`config.mk`:
```
export PLATFORM = sky130hd
export DESIGN_NAME = fb_read_arbiter
export DESIGN_NICKNAME = d
export VERILOG_FILES = /design/src/rtl/fb_arb_pkg.sv /design/src/rtl/fb_rd_tag_pipe.sv /design/src/rtl/fb_read_arbiter.sv
export SDC_FILE = /design/constraint.sdc
export NUM_CORES = 1
export LEC_CHECK = 0
export CORE_MARGIN = 4
export CORE_UTILIZATION = 35
export CTS_CLUSTER_DIAMETER = 60
export CTS_CLUSTER_SIZE = 16
export DETAILED_ROUTE_END_ITERATION = 10
export GPL_TIMING_DRIVEN = 0
export PLACE_DENSITY_LB_ADDON = 0.3
export SYNTH_ARGS = -nofsm -noshare
export SYNTH_HDL_FRONTEND = slang
export SYNTH_SLANG_ARGS = --single-unit
```
`constraint.sdc`:
```
create_clock -name clk25 -period 4.85 [get_ports clk25]
set_clock_uncertainty 0.05 [all_clocks]
set_input_delay 1.455 -clock clk25 [delete_from_list [all_inputs] [get_ports clk25]]
set_output_delay 1.455 -clock clk25 [all_outputs]
set_load 0.02 [all_outputs]
```
`src/rtl/fb_arb_pkg.sv`:
```
// ============================================================================
// Module  : fb_arb_pkg
// Brief   : Shared types and default constants for the frame-buffer arbiter.
// Revision: 1.0 - initial release
// ============================================================================
`default_nettype none

package fb_arb_pkg;

  localparam int DEF_ADDR_W     = 19;
  localparam int DEF_DATA_W     = 12;
  localparam int DEF_RD_LAT     = 1;
  localparam int DEF_BURST_MAX  = 16;
  localparam int DEF_STARVE_LIM = 1023;

  typedef enum logic [1:0] {
    ST_IDLE    = 2'd0,
    ST_VGA_OWN = 2'd1,
    ST_CNN_OWN = 2'd2,
    ST_CNN_GAP = 2'd3
  } owner_state_e;

  typedef enum logic [1:0] {
    TAG_NONE = 2'd0,
    TAG_VGA  = 2'd1,
    TAG_CNN  = 2'd2
  } rd_tag_e;

endpackage

`default_nettype wire

```
`src/rtl/fb_rd_tag_pipe.sv`:
```
// ============================================================================
// Module  : fb_rd_tag_pipe
// Brief   : Owner-tag delay line matching the frame-buffer read latency.
// Revision: 1.0 - initial release
// ============================================================================
`default_nettype none

module fb_rd_tag_pipe
  import fb_arb_pkg::*;
#(
  parameter int DEPTH = 2
) (
  input  logic    clk,
  input  logic    rst,
  input  rd_tag_e tag_i,
  output rd_tag_e tag_o
);

  rd_tag_e stage_q [DEPTH];

  always_ff @(posedge clk) begin
    if (rst) begin
      for (int i = 0; i < DEPTH; i++) stage_q[i] <= TAG_NONE;
    end else begin
      stage_q[0] <= tag_i;
      for (int i = 1; i < DEPTH; i++) stage_q[i] <= stage_q[i-1];
    end
  end

  assign tag_o = stage_q[DEPTH-1];

endmodule

`default_nettype wire

```
`src/rtl/fb_read_arbiter.sv`:
```
// ============================================================================
// Module  : fb_read_arbiter
// Brief   : VGA-priority read arbiter for frame-buffer port B with bursted CNN
//           access. Starvation monitor and statistics exist only when
//           FB_ARB_STATS_EN is defined.
// Revision: 1.0 - initial release
// ============================================================================
`default_nettype none

module fb_read_arbiter
  import fb_arb_pkg::*;
#(
  parameter int ADDR_W     = DEF_ADDR_W,
  parameter int DATA_W     = DEF_DATA_W,
  parameter int RD_LAT     = DEF_RD_LAT,
  parameter int BURST_MAX  = DEF_BURST_MAX,
  parameter int STARVE_LIM = DEF_STARVE_LIM
) (
  input  logic              clk25,
  input  logic              rst,
  input  logic              vga_req,
  input  logic [ADDR_W-1:0] vga_addr,
  output logic              vga_rvalid,
  output logic [DATA_W-1:0] vga_rdata,
  input  logic              cnn_req,
  input  logic [ADDR_W-1:0] cnn_addr,
  output logic              cnn_gnt,
  output logic              cnn_rvalid,
  output logic [DATA_W-1:0] cnn_rdata,
  output logic              cnn_starved,
  output logic [ADDR_W-1:0] fb_addr,
  input  logic [DATA_W-1:0] fb_rdata,
  output logic [31:0]       stat_cnn_words,
  output logic [15:0]       stat_preempt
);

  localparam int         PIPE_DEPTH = 1 + RD_LAT;
  localparam logic [4:0] BURST_LAST = 5'(BURST_MAX - 1);

  if (RD_LAT < 1 || RD_LAT > 3 || BURST_MAX < 1 || BURST_MAX > 31 ||
      STARVE_LIM < 1 || STARVE_LIM > 2047) begin : g_param_check
    $error("fb_read_arbiter: parameter out of range");
  end

  owner_state_e      state_q, state_d;
  logic [4:0]        burst_q, burst_d;
  logic [ADDR_W-1:0] fb_addr_q, fb_addr_d;
  logic              gnt_raw;
  rd_tag_e           tag_in, tag_out;
  logic              vga_valid, cnn_valid;
  logic [DATA_W-1:0] vga_hold_q, cnn_hold_q;

  always_comb begin
    state_d   = state_q;
    burst_d   = burst_q;
    fb_addr_d = fb_addr_q;
    gnt_raw   = 1'b0;
    tag_in    = TAG_NONE;
    if (vga_req) begin
      state_d   = ST_VGA_OWN;
      burst_d   = '0;
      fb_addr_d = vga_addr;
      tag_in    = TAG_VGA;
    end else if (cnn_req && state_q != ST_CNN_GAP) begin
      gnt_raw   = 1'b1;
      fb_addr_d = cnn_addr;
      tag_in    = TAG_CNN;
      if (burst_q == BURST_LAST) begin
        state_d = ST_CNN_GAP;
        burst_d = '0;
      end else begin
        state_d = ST_CNN_OWN;
        burst_d = burst_q + 5'd1;
      end
    end else begin
      state_d = ST_IDLE;
      burst_d = '0;
    end
  end

  always_ff @(posedge clk25) begin
    if (rst) begin
      state_q   <= ST_IDLE;
      burst_q   <= '0;
      fb_addr_q <= '0;
    end else begin
      state_q   <= state_d;
      burst_q   <= burst_d;
      fb_addr_q <= fb_addr_d;
    end
  end

  assign cnn_gnt = gnt_raw & ~rst;
  assign fb_addr = fb_addr_q;

  fb_rd_tag_pipe #(
    .DEPTH (PIPE_DEPTH)
  ) u_tag_pipe (
    .clk   (clk25),
    .rst   (rst),
    .tag_i (tag_in),
    .tag_o (tag_out)
  );

  // Gating with rst also drops the read that would surface during the reset cycle.
  assign vga_valid  = (tag_out == TAG_VGA) && !rst;
  assign cnn_valid  = (tag_out == TAG_CNN) && !rst;
  assign vga_rvalid = vga_valid;
  assign cnn_rvalid = cnn_valid;
  assign vga_rdata  = vga_valid ? fb_rdata : vga_hold_q;
  assign cnn_rdata  = cnn_valid ? fb_rdata : cnn_hold_q;

  always_ff @(posedge clk25) begin
    if (rst) begin
      vga_hold_q <= '0;
      cnn_hold_q <= '0;
    end else begin
      if (vga_valid) vga_hold_q <= fb_rdata;
      if (cnn_valid) cnn_hold_q <= fb_rdata;
    end
  end

`ifdef FB_ARB_STATS_EN
  localparam logic [10:0] STARVE_THR = 11'(STARVE_LIM);

  logic [10:0] wait_q;
  logic [31:0] words_q;
  logic [15:0] preempt_q;
  logic        preempt;

  assign preempt = vga_req && (state_q == ST_CNN_OWN) && (burst_q != '0);

  always_ff @(posedge clk25) begin
    if (rst) begin
      wait_q    <= '0;
      words_q   <= '0;
      preempt_q <= '0;
    end else begin
      if (!cnn_req || cnn_gnt) wait_q <= '0;
      else if (wait_q != '1)   wait_q <= wait_q + 11'd1;
      if (cnn_gnt) words_q   <= words_q + 32'd1;
      if (preempt) preempt_q <= preempt_q + 16'd1;
    end
  end

  assign cnn_starved    = (wait_q >= STARVE_THR);
  assign stat_cnn_words = words_q;
  assign stat_preempt   = preempt_q;
`else
  assign cnn_starved    = 1'b0;
  assign stat_cnn_words = '0;
  assign stat_preempt   = '0;
`endif

endmodule

`default_nettype wire

```
==> results of run 1 <==
==> sequential cells by signal, indices dropped and copies added (netlist names) <==
name	cells
fb_addr	19
state_q	2
u_tag_pipe.stage_q	4
burst_q	5
cnn_hold_q	12
vga_hold_q	12
==> layout make-up <==
class	count	area share, %
Sequential cell	54	26.6
Inverter	2	0.185
Multi-Input combinational cell	179	32.1
Tap cell	99	3.05
Timing Repair Buffer	97	23.9
Clock inverter	1	0.738
Buffer	66	11.6
Clock buffer	7	1.88
==> layer usage <==
metal	global-route usage, %	vias to the layer above	part of all wire, %
met5	0	-	0
met4	3.91	0	1.1
met3	4.34	6	9.4
met2	23.0	81	49
met1	16.0	921	40
li1	-	1062	-
==> worst max-delay path by stage <==
stage	from	endpoint	slack [ns]	depth (start not counted)
4_1_cts	cnn_req	cnn_gnt	0.36	4
3_5_place_dp	rst	cnn_rdata[9]	0.37	5
2_1_floorplan	rst	cnn_rdata[10]	0.95	4
5_1_grt	rst	cnn_rdata[8]	0.32	5
6_report	cnn_req	cnn_gnt	0.37	4
3_3_place_gp	rst	cnn_rdata[9]	0.36	5
==> worst max-delay path: stages <==
cell and delay (ns):
clkdlybuf4s50_1 0.47, a21bo_2 0.26, nor3_1 0.14, clkdlybuf4s50_1 0.65
==> cells in the final DEF (no fill, tap or decap) <==
cell	instances
dfxtp_1	54
xor2_1	1
buf_4	50
a21bo_2	1
and2b_1	18
mux2_2	6
clkbuf_1	10
a211oi_1	19
mux2i_1	19
nand3_1	1
nor3_1	22
buf_8	2
buf_6	1
conb_1	49
bufinv_16	1
or4_1	1
nor2b_1	9
and3_1	1
inv_1	2
nor2_1	6
a21boi_0	1
nand2b_1	1
a21oi_1	1
xnor2_1	1
ha_1	2
mux2_4	18
nor3b_4	2
clkbuf_8	5
buf_1	1
buf_2	4
clkdlybuf4s50_1	97
==> logic make-up (layout without fill, tap and decap cells) <==
group,Yosys count,in the layout,synth area share (%)
multiplexers,43,43,19.7
other,1,49,0.140
adder cells (fa/ha/maj),2,2,0.932
AND/OR/NAND/NOR,61,61,14.4
buffers and inverters,68,173,17.8
flip-flops,54,54,40.3
XOR/XNOR,2,2,0.652
AO/OA/AOI/OAI,22,22,6.15
==> through the flow <==
stage          instance area (um^2)  total power [mW]
6_report                       4070              1.01
3_5_place_dp                   3960             0.725
4_1_cts                        4070              1.01
5_1_grt                        4070              1.06
3_3_place_gp                   3960             0.722
2_1_floorplan                  2870             0.628
==> power breakdown <==
| group | switching [mW] | internal, mW | leakage (nW) |
|---|---|---|---|
| logic | 0.116 | 0.127 | 1.34 |
| clock network | 0.139 | 0.155 | 0.0524 |
| registers | 0.00880 | 0.462 | 0.442 |
| total | 0.264 | 0.744 | 1.84 |
==> flow_summary.ini, run 1 <==
[placed_design]
hpwl_mm = 5.05
post-place-ws_ns = 0.365
routabilityCongestion = 0.709
io_buffers = 97
dp.cells = 497

[drt]
dr.pass1.iters = 4
drt_iter0_drc = 74
routedWlPerCell_um = 12.4
wl_mm = 6.25
drc = 0
num_vias = 2070
avgViaCountPerCell = 4.10
drtAntennaViolNets = 0

[critical_path]
crit_fanout = 5
r2r_cells = 5
critPathArrivalTime_ns = 2.97
required_ns = 3.35
ff2ff_setup_slack_ns = 3.11
r2r-end = burst_q[0]
start_kind = input port
critical_path_class = input port to primary output
crit_path_end_kind = primary output
reg2reg_from = burst_q[0]

[clock_tree]
cts_tree = built
htreeDepth = 2
postCtsHoldBufs = 0
clockBufferDepth = 2
cts-buffers-inserted = 5
ctsRootBufferMaster = clkbuf_8
cts.sinks = 54
cts.reportedPaths.clkPinSlew_ns = 0.08
clk_latency_ns = 0.30
post-cts-setup-buffers = 0
post_cts_resized = 0

[logic_synthesis]
netlist_area_um2 = 2690
synth_top_area_share_pct = 40.3
yosysUniqueCellTypes = 28
async_flop_share_pct = 0
ys.flop_type = dfxtp_1
synth_commonest_cells = dfxtp_1, buf_4, nor3_1
synth_largest_area_cell = dfxtp_1
ys_seq_elements = 54
syn_inst = 253
synth_edf_count = 0
yosysSeqAreaShare_pct = 40.3
synth.avg_cell_area_um2 = 10.6
yosys-top-cells-area = dfxtp_1, buf_4, mux2_4
ys_warn_count = 0
yosysMostFrequentCell = dfxtp_1

[final_layout]
areaGrowthSynthToFinish_pct = 51.4
layout.nets = 461
fin_cells = 505
regArea_um2 = 1080
post-route-util_pct = 55.2
multi_input_area_um2 = 1310
n_fill_cell = 666
diodes = 0
layout-drive-gt1-share_pct = 22.2

[timing]
fin_crit_sh_pct = 92.3
period_minus_slack_ns = 4.48
grt_setup_unrepaired = false
max_freq_ghz = 0.223
maxSlewViolCount = 0
holdWs_ns = 0.398
setup_slack_ns = 0.373
setup_tns_ns = 0
setup_viol = 0
hold_viol_final = 0

[hold_path]
min_path_cells = 1
min_from = u_tag_pipe.stage_q[0][0]
min_to = u_tag_pipe.stage_q[0][2]
min_path_type = flop to flop

[grt]
overflow = 0
grt_pass1_vias = 1970
track_usage_pct = 13.4
grt_antenna_before_repair = 0
grt_pass1_wl_mm = 9.59
grt_max_degree = 16

[die]
initial_utilization_pct = 36.4
std_cell_rows = 31
num_io_pins = 149
fp.dieH_um = 95.6
dieArea_um2 = 9140
die_x_um = 95.6
core_um2 = 7370

[flow_run]
drv.max_cap_violation_count = 0

[power_and_ir_drop]
ir_worst_vdd_uv = 122
power.density_nw_per_um2 = 248
leakagePower_nw = 1.84

[status]
status = completed
(Power assumes the default switching activity.)
==> run 2: changes to the inputs <==
--- a/config.mk
+++ b/config.mk
@@ -7,6 +7,7 @@
 export LEC_CHECK = 0
 export CORE_MARGIN = 4
 export CORE_UTILIZATION = 35
+export CTS_BUF_LIST = sky130_fd_sc_hd__clkbuf_4 sky130_fd_sc_hd__clkbuf_8 sky130_fd_sc_hd__clkbuf_16
 export CTS_CLUSTER_DIAMETER = 60
 export CTS_CLUSTER_SIZE = 16
 export DETAILED_ROUTE_END_ITERATION = 10
==> flow_summary.ini, run 2 (same netlist as run 1, synthesis figures left out) <==
[clock_tree]
cts_tree = built
cts.reportedPaths.clkPinSlew_ns = 0.08
postCtsHoldBufs = 0
clockBufferDepth = 2
htreeDepth = 2
cts-buffers-inserted = 5
ctsRootBufferMaster = clkbuf_8
cts.sinks = 54
post_cts_resized = 0
post-cts-setup-buffers = 0
clk_latency_ns = 0.30

[hold_path]
min_path_type = flop to flop

[final_layout]
post-route-util_pct = 55.3
areaGrowthSynthToFinish_pct = 51.7
layout.nets = 461
final_common_cell = clkdlybuf4s50_1
largest_register_ffs = 19
mostFrequentLayoutCells = clkdlybuf4s50_1, dfxtp_1, buf_4
layout-drive-gt1-share_pct = 22.7
n_fill_cell = 664
diodes = 0

[placed_design]
io_buffers = 97
hpwl_mm = 5.05
routabilityCongestion = 0.709

[timing]
period_minus_slack_ns = 4.48
fin_crit_sh_pct = 92.3
worst_pin_slew_ns = 0.502
hold_viol_final = 0
grt_setup_unrepaired = false
slew_headroom_pct = 66.5
max_freq_ghz = 0.223
maxSlewViolCount = 0
setup_tns_ns = 0
setup_viol = 0

[drt]
met1_length_mm = 2.51
num_vias = 2066
avgViaCountPerCell = 4.09
drt_iter0_drc = 63
wl_mm = 6.25
drtAntennaViolNets = 0
dr.pass1.iters = 4
highest_layer = met4
routedWlPerCell_um = 12.4
drc = 0
dr_wl_met2_mm = 3.07
wl_met3_um = 586

[grt]
overflow = 0
grt_pass1_wl_mm = 9.58
grt_antenna_before_repair = 0
grt_max_degree = 16
grt_pass1_vias = 1981
track_usage_pct = 13.4

[power_and_ir_drop]
p_int_uw = 755
pwr-share-comb_pct = 23.9
leakagePower_nw = 1.84
ir_worst_vdd_uv = 129
seqPwrFrac_pct = 46.3
clkPwrFrac_pct = 29.8
power.density_nw_per_um2 = 250
netSwitchingFraction_pct = 25.8
power_mw = 1.02
p_sw_uw = 262

[critical_path]
crit_fanout = 5
critical_path_class = input port to primary output
critPathArrivalTime_ns = 2.97
crit_path_end_kind = primary output
required_ns = 3.35
start_kind = input port

[status]
status = completed

[die]
std_cell_rows = 31
die_x_um = 95.6
dieArea_um2 = 9140
fp.dieH_um = 95.6
core_um2 = 7370
num_io_pins = 149
initial_utilization_pct = 36.4

[flow_run]
drv.max_cap_violation_count = 0
-- run 2: stage by stage --
stage / cells / instance area (um^2) / setup slack, ns / hold WS (ns)
4_1_cts: 505 / 4070 / 0.360 / 0.401
5_1_grt: 505 / 4070 / 0.316 / 0.419
3_5_place_dp: 497 / 3960 / 0.365 / 0.380
6_report: 505 / 4070 / 0.373 / 0.398
2_1_floorplan: 301 / 2870 / 0.948 / 0.364
3_3_place_gp: 497 / 3960 / 0.360 / 0.377
-- run 2: critical path: stages --
cell and delay (ns):
clkdlybuf4s50_1 0.47, a21bo_2 0.26, nor3_1 0.14, clkdlybuf4s50_1 0.65
-- run 2: path summary, 6_finish.rpt --
path / start / slack (ns) / depth (start not counted) / to
worst max-delay path: cnn_req / 0.37 / 4 / cnn_gnt
worst min-delay path: u_tag_pipe.stage_q[0][0] / 0.40 / 1 / u_tag_pipe.stage_q[0][2]
worst max register to register: burst_q[0] / 3.11 / 5 / burst_q[0]
worst min register to register: u_tag_pipe.stage_q[0][0] / 0.40 / 1 / u_tag_pipe.stage_q[0][2]
-- run 2: routing by layer --
metal	track usage (%)	vias to the layer above
met2	23.2	81
met5	0	-
met4	3.91	0
li1	-	1062
met1	15.7	917
met3	4.34	6
-- run 2: final cells by class --
class | count | area [um^2] | share of cell area (%)
multi-input cells | 179 | 1310 | 32.1
clock inverters | 1 | 30.0 | 0.737
plain buffers | 66 | 470 | 11.5
well taps | 99 | 124 | 3.04
clock buffers | 7 | 83.8 | 2.06
repair buffers | 97 | 971 | 23.8
inverters | 2 | 7.51 | 0.184
flip-flops and latches | 54 | 1080 | 26.5
-- run 2: power groups by stage --
stage / Sequential (mW) / Combinational [mW] / Clock [mW]
6_report: 0.471 / 0.243 / 0.303
5_1_grt: 0.473 / 0.261 / 0.332
4_1_cts: 0.471 / 0.244 / 0.311
3_5_place_dp: 0.481 / 0.244 / 0
3_3_place_gp: 0.480 / 0.241 / 0
2_1_floorplan: 0.496 / 0.132 / 0
==> run 3: changes to the inputs <==
--- a/config.mk
+++ b/config.mk
@@ -6,7 +6,7 @@
 export NUM_CORES = 1
 export LEC_CHECK = 0
 export CORE_MARGIN = 4
-export CORE_UTILIZATION = 35
+export CORE_UTILIZATION = 42
 export CTS_BUF_LIST = sky130_fd_sc_hd__clkbuf_4 sky130_fd_sc_hd__clkbuf_8 sky130_fd_sc_hd__clkbuf_16
 export CTS_CLUSTER_DIAMETER = 60
 export CTS_CLUSTER_SIZE = 16
==> flow_summary.ini, run 3 (same netlist as run 1, synthesis figures left out) <==
[power_and_ir_drop]
ir_worst_vdd_uv = 129
leakagePower_nw = 1.85
power.density_nw_per_um2 = 262
power_mw = 1.07

[critical_path]
cp_slowest_cell = clkdlybuf4s50_1
reg2reg_from = burst_q[0]
required_ns = 3.35
cp_num_buf_inv = 3
crit_path_end_kind = primary output
start_kind = input port
critPathMaxStageDelay_ns = 0.56
path_cells = buf_6 -> nor3b_4 -> buf_8 -> mux2_4 -> clkdlybuf4s50_1
r2r_cells = 5
cp_top_family = buffers and inverters
critPathArrivalTime_ns = 2.98
crit_fanout = 10
r2r-end = burst_q[1]
ff2ff_setup_slack_ns = 3.10
critical_path_class = input port to primary output

[flow_run]
drv.max_cap_violation_count = 0

[die]
initial_utilization_pct = 44.3
num_io_pins = 149
fp.dieH_um = 88.0
std_cell_rows = 28
die_x_um = 88.0
core_um2 = 6060
dieArea_um2 = 7740

[timing]
grt_setup_unrepaired = false
fin_crit_sh_pct = 92.5
setup_tns_ns = 0
max_freq_ghz = 0.223
maxSlewViolCount = 0
period_minus_slack_ns = 4.49
holdWs_ns = 0.405
setup_viol = 0
hold_viol_final = 0
setup_slack_ns = 0.362

[grt]
busiest_layer = met2
grt_antenna_before_repair = 0
grt_max_degree = 18
track_usage_pct = 16.0
gr-usage-met1_pct = 18.1
grt_pass1_wl_mm = 9.71
overflow = 0
use_met2_pct = 29.7
grtUsageMet3_pct = 3.20
grt_pass1_vias = 2063

[drt]
avgViaCountPerCell = 4.33
wl_mm = 6.21
drc = 0
routedWlPerCell_um = 12.9
num_vias = 2084
dr.pass1.iters = 4
drt_iter0_drc = 52
drtAntennaViolNets = 0

[final_layout]
diodes = 0
areaGrowthSynthToFinish_pct = 51.5
largest_register_ffs = 19
regArea_um2 = 1080
mostFrequentLayoutCells = clkdlybuf4s50_1, dfxtp_1, buf_4
final_common_cell = clkdlybuf4s50_1
fin_cells = 481
layout-drive-gt1-share_pct = 22.7
multi_input_area_um2 = 1310
layout.nets = 461
n_fill_cell = 486

[clock_tree]
post-cts-setup-buffers = 0
post_cts_resized = 0
ctsRootBufferMaster = clkbuf_8
cts_tree = built
clockBufferDepth = 2
cts.sinks = 54
htreeDepth = 2
cts-buffers-inserted = 5
clk_latency_ns = 0.30
postCtsHoldBufs = 0
cts.reportedPaths.clkPinSlew_ns = 0.09

[placed_design]
hpwl_mm = 5.08
io_buffers = 97
post-place-ws_ns = 0.348
dp.cells = 473
routabilityCongestion = 0.719

[status]
status = completed

[hold_path]
min_from = u_tag_pipe.stage_q[0][0]
min_path_cells = 1
min_to = u_tag_pipe.stage_q[0][2]
min_path_type = flop to flop
## run 3: changes by cell type in the layout (fill, tap and decap cells not counted)
cell	delta
bufinv_16	+1
clkbuf_4	-2
clkinv_4	+1
## run 3: worst max-delay path by stage
stage	from	to	slack, ns	cells after the start
CTS	rst	cnn_rdata[2]	0.35	5
global placement	rst	cnn_rdata[5]	0.38	5
finish	rst	cnn_rdata[2]	0.36	5
global route	rst	cnn_rdata[2]	0.30	5
floorplan	rst	cnn_rdata[10]	0.95	4
detailed placement	rst	cnn_rdata[2]	0.35	5
## run 3: per-stage QoR
stage	instance area, um^2	utilization [%]
after floorplan	2870	-
after global routing	4070	67.1
after global placement	3930	64.8
after detailed placement	3930	64.8
after CTS	4070	67.1
final	4070	67.1
## run 3: worst reg2reg max path: cells and delay by family, from the launching register on
family                     cells  cell delay (ns)
DFF                            1             0.34
adders and majority gates      2             0.42
and+or+nand+nor                3             0.88
## run 3: cell type report
cell class	count	share of cell area [%]
buffer	66	11.6
clock buffer	5	1.69
clock inverter	3	1.69
inverter	2	0.185
multi-input combinational	179	32.1
sequential	54	26.6
tap	75	2.31
timing repair buffer	97	23.9
## run 3: metal layers
layer | routed length (um) | vias up
met4 | 79 | 0
met3 | 488 | 6
li1 | - | 1071
met1 | 2380 | 929
met5 | 0 | -
met2 | 3260 | 78
## run 3: report_power, final
| part | leakage, nW | internal (mW) | switching [mW] |
|---|---|---|---|
| logic | 1.34 | 0.127 | 0.117 |
| clock network | 0.0683 | 0.207 | 0.146 |
| registers | 0.442 | 0.462 | 0.00898 |
| total | 1.85 | 0.796 | 0.271 |
==> RTL change 1, RTL diff (flow settings as in run 3) <==
Build with the macro `FB_ARB_STATS_EN` defined.
--- a/src/rtl/fb_read_arbiter.sv
+++ b/src/rtl/fb_read_arbiter.sv
@@ -7,4 +7,6 @@
 // ============================================================================
 `default_nettype none
+
+`define FB_ARB_STATS_EN
 
 module fb_read_arbiter
Formal check against the unedited RTL: not equivalent (a bounded check fails within 4 cycles, from zero or initial values and one cycle with rst high).
==> RTL change 1 against run 3 <==
- sequential share of layout area is 5.6 points higher
- routed wire length is 110% higher
- critical path depth did not move
- clock power increased to 3.4 times the old value
- hold slack worse by 0.023 ns
- power is 120% higher
- synthesized cell count rose by 110%
- worst setup slack lost 0.18 ns
- largest power group is now the clock network
- die area up 71%
- sequential cell count grew 59
- synthesized area grew 80%
- critical endpoint is now vga_rdata[10]
- cell count increased by 77%
- maximum frequency is 3.9% lower
- cell area up 73%
==> RTL change 1: results (changes against run 3) <==
metric	value	unit	change
status	finished clean		
CP delay by family, top	buffers and inverters		
Num CTS Buffers	17		+12
Post-synth EDFFs	0		unchanged
Synth area leaders	dfxtp_1, nor2_1, mux2_2, xnor2_1, mux2i_1		
routability cong.	0.853		+19%
critical path peak fanout	10		unchanged
max FFs per register	32		+13
CP peak stage delay	0.54	ns	-0.02 ns
Cell Area, Placed	6460	µm²	+64%
Synth top cells by count	dfxtp_1, nor2_1, a21oi_1		
number of fill cells	920		+89%
largest net degree at the start of global routing	17		-1
layout cells sized above 1	9.01	%	-14 points
Worst-Skew Late Latency	0.41	ns	+0.11 ns
Initial DRC Count	163		+210%
drt total wl	12800	µm	+110%
GRT Overall Usage	19.8	%	+3.8 points
via density per instance	5.12		+18%
Detail Placement HPWL	9560	µm	+88%
first-pass GRT wire length	21000	µm	+120%
sequential area share after synthesis	46.9	%	+6.6 points
Critical Path AT	3.17	ns	+0.19 ns
P_leak	0.00263	µW	+42%
nets@finish	759		+65%
VDD IR max	0.000219	V	+69%
max_slew headroom	24.0	%	
htree depth	4		+2
Sw Pwr	489	µW	+80%
CTS Root Cell	clkbuf_16		
Synth Warn #	0		unchanged
synth unique cells	40		+43%
clk slew on worst S/H paths	0.05	ns	-0.04 ns
port bufs	146		+51%
vias in the first global route	4421		+110%
## RTL change 1: metal layers
layer	track usage, %	part of all wire [%]
met1	22.5	41
met2	32.9	48
met3	7.47	8.5
met4	9.31	2.2
met5	0	0
## RTL change 1: power groups by stage
stage | sequential [µW] | clock [µW] | combinational [µW]
floorplan | 987 | 0 | 73.1
detailed placement | 975 | 0 | 182
CTS | 957 | 1210 | 183
global placement | 974 | 0 | 179
finish | 957 | 1190 | 181
global route | 958 | 1260 | 196
## RTL change 1: cell families (layout without fill, tap and decap cells)
group / after synthesis / in the layout / share of synthesized area [%]
adders and majority gates: 6 / 6 / 1.56
xor gates and xnor gates: 45 / 45 / 8.17
muxes: 44 / 44 / 9.75
AOI/OAI and AO/OA: 51 / 51 / 5.89
buffers and inverters: 42 / 218 / 3.50
DFF: 113 / 113 / 46.9
and+or+nand+nor: 233 / 233 / 24.2
## RTL change 1: path summary, 6_finish.rpt
| path | from | slack, ns | endpoint | cells after the start |
|---|---|---|---|---|
| setup / recovery | rst | 0.18 | vga_rdata[10] | 5 |
| hold / removal | u_tag_pipe.stage_q[0][0] | 0.38 | u_tag_pipe.stage_q[0][2] | 1 |
| setup reg to reg | wait_q[0] | 2.53 | wait_q[2] | 5 |
| hold reg to reg | u_tag_pipe.stage_q[0][0] | 0.38 | u_tag_pipe.stage_q[0][2] | 1 |
## RTL change 1: layout make-up
class | count | area [µm²] | area share (%)
inverter | 16 | 60.1 | 0.853
buffer | 26 | 109 | 1.55
multi-input combinational | 379 | 2400 | 34.1
clock inverter | 7 | 85.1 | 1.21
sequential | 113 | 2260 | 32.1
tap | 140 | 175 | 2.49
clock buffer | 23 | 483 | 6.86
timing repair buffer | 146 | 1460 | 20.8
## RTL change 1: per-stage QoR
step | instances | setup TNS, ns | setup WS, ns | utilization (%)
finish | 850 | 0 | 0.177 | 63.8
global route | 850 | 0 | 0.0586 | 63.8
CTS | 850 | 0 | 0.132 | 63.8
detailed placement | 820 | -1.41 | -0.114 | 58.6
global placement | 820 | -0.994 | -0.0960 | 58.6
floorplan | 534 | 0 | 0.635 | -
## RTL change 1: repair_timing
action | 4_1_cts | 5_1_grt
gates resized for setup | 3 | 0
setup buffers | 0 | 0
setup endpoints to repair | 19 | 0
==> RTL change 2, RTL diff (settings of run 3) <==
Made on the original files. Take the reset off `fb_addr_q` and load it in a clocked block of its own.
--- a/src/rtl/fb_read_arbiter.sv
+++ b/src/rtl/fb_read_arbiter.sv
@@ -83,10 +83,12 @@
       state_q   <= ST_IDLE;
       burst_q   <= '0;
-      fb_addr_q <= '0;
     end else begin
       state_q   <= state_d;
       burst_q   <= burst_d;
-      fb_addr_q <= fb_addr_d;
     end
+  end
+
+  always_ff @(posedge clk25) begin
+    fb_addr_q <= fb_addr_d;
   end
 
Behaviour: not the same (Yosys sat finds a counterexample within 4 cycles, from zero or initial values and one cycle with rst high).
==> RTL change 2 against run 3 <==
- power down 9.0%
- worst setup slack worse by 0.14 ns
- sequential cell count unchanged
- hold slack worse by 0.0051 ns
- critical path type unchanged
- largest cell class unchanged
- synthesized area up 0.75%
- routed wire length up 6.2%
- cell area down 0.92%
- first-iteration DRC count up 21%
==> RTL change 2: results (changes against run 3) <==
metric	value	unit	change
status	finished clean		
placed cells	482		+1.9%
initial antenna violation count	0		unchanged
metal2 WL	3460	µm	+6.2%
Worst-Skew Late Latency	0.29	ns	
GRT Overall Usage	16.2	%	+0.22 points
drt wl/cell	13.5	µm	+4.2%
Critical R2R Launch	state_q[0]		
Initial DRC Count	63		+21%
synth unique cells	25		-11%
Metal-1 WL	2500	µm	+4.8%
Synth top cells by count	buf_4, nand2_1, mux2_2		
r2r setup slk	3.32	ns	+0.22 ns
routability cong.	0.744		+3.4%
CTS Root Cell	clkbuf_8		
P_leak	0.00169	µW	-8.5%
DR pass1 iterations	4		unchanged
Sw Pwr	257	µW	-5.2%
Synth area leaders	dfxtp_1, edfxtp_1, mux2_2, buf_4, nand2_1		
hold depth	1		unchanged
vias in the first global route	2042		-1.0%
Syn Inst Count	262		+3.6%
layout cells sized above 1	27.0	%	+4.3 points
dpl ws	0.0924	ns	-0.256 ns
VDD IR max	0.000198	V	+53%
Post-synth EDFFs	19		+19
smallest hold slack	0.400	ns	-0.00509 ns
Vias	2167		+4.0%
antenna fix cells	0		unchanged
Top Layer Used	met4		
metal3 WL	558	µm	+14%
first-pass GRT wire length	9670	µm	-0.36%
worst hold path endpoint	burst_q[0]		
Detail Placement HPWL	5310	µm	+4.6%
clk slew on worst S/H paths	0.09	ns	about the same
via density per instance	4.42		+2.1%
Reg2Reg Depth	2		-3
sequential area share after synthesis	47.0	%	+6.7 points
nets@finish	470		+2.0%
critical path peak fanout	7		-3
Reg-to-Reg End	fb_addr[5]		
hold path startpoint	burst_q[0]		
largest net degree at the start of global routing	20		+2
-- RTL change 2: cell types whose count changed in the layout (fill, tap and decap cells not counted), moves of 19 or more --
cell,run 3,this run
a211oi_1,19,0
a21oi_1,1,25
dfxtp_1,54,35
edfxtp_1,0,19
mux2_2,6,43
mux2i_1,19,0
nand2_1,0,49
nor3_1,22,1
-- RTL change 2: worst max path at each step --
stage | startpoint | to | slack [ns] | cells past startpoint
floorplan | cnn_req | cnn_gnt | 0.94 | 2
global placement | cnn_req | cnn_gnt | 0.11 | 4
detailed placement | cnn_req | cnn_gnt | 0.09 | 4
CTS | cnn_req | cnn_gnt | 0.07 | 4
global route | cnn_req | cnn_gnt | 0.11 | 4
finish | cnn_req | cnn_gnt | 0.23 | 4
-- RTL change 2: per-layer routing --
metal  GRT usage (%)  vias up
met3            3.63        8
met2            30.6       93
met4            3.98        0
li1                -     1082
met5               0        -
met1            18.4      984
-- RTL change 2: logic make-up after synthesis --
logic type / share of synthesized area, %
buffers and inverters: 16.5
AO/OA/AOI/OAI: 4.90
XOR/XNOR: 0.648
AND/OR/NAND/NOR: 12.0
flip-flops: 47.0
adder cells (fa/ha/maj): 0.925
other: 0.139
multiplexers: 17.9
-- RTL change 2: power by group through the flow --
stage / sequential (µW) / combinational, µW / clock [µW]
floorplan: 528 / 122 / 0
global placement: 509 / 237 / 0
detailed placement: 510 / 240 / 0
CTS: 500 / 241 / 238
finish: 500 / 242 / 231
global route: 502 / 257 / 255
-- RTL change 2: final cells by class --
class / count / area [µm²]
Timing Repair Buffer: 97 / 971
Inverter: 1 / 3.75
Buffer: 62 / 442
Clock inverter: 3 / 11.3
Clock buffer: 5 / 68.8
Fill cell: 514 / 2070
Multi-Input combinational cell: 193 / 1170
Tap cell: 75 / 93.8
Sequential cell: 54 / 1270
-- RTL change 2: repair_timing --
item,4_1_cts,5_1_grt
resized for setup,0,1
endpoints found under the setup margin,0,1
hold endpoints to repair,0,0
-- RTL change 2: per-stage QoR --
step / power (µW) / area [µm²]
2_1_floorplan: 650 / 2890
3_3_place_gp: 746 / 3950
3_5_place_dp: 750 / 3950
4_1_cts: 978 / 4030
5_1_grt: 1010 / 4030
6_report: 972 / 4030
-- RTL change 2: worst max-delay path: stages --
cell	delay, ns
clkdlybuf4s50_1	0.45
a21boi_1	0.35
nor3b_1	0.23
clkdlybuf4s50_1	0.63
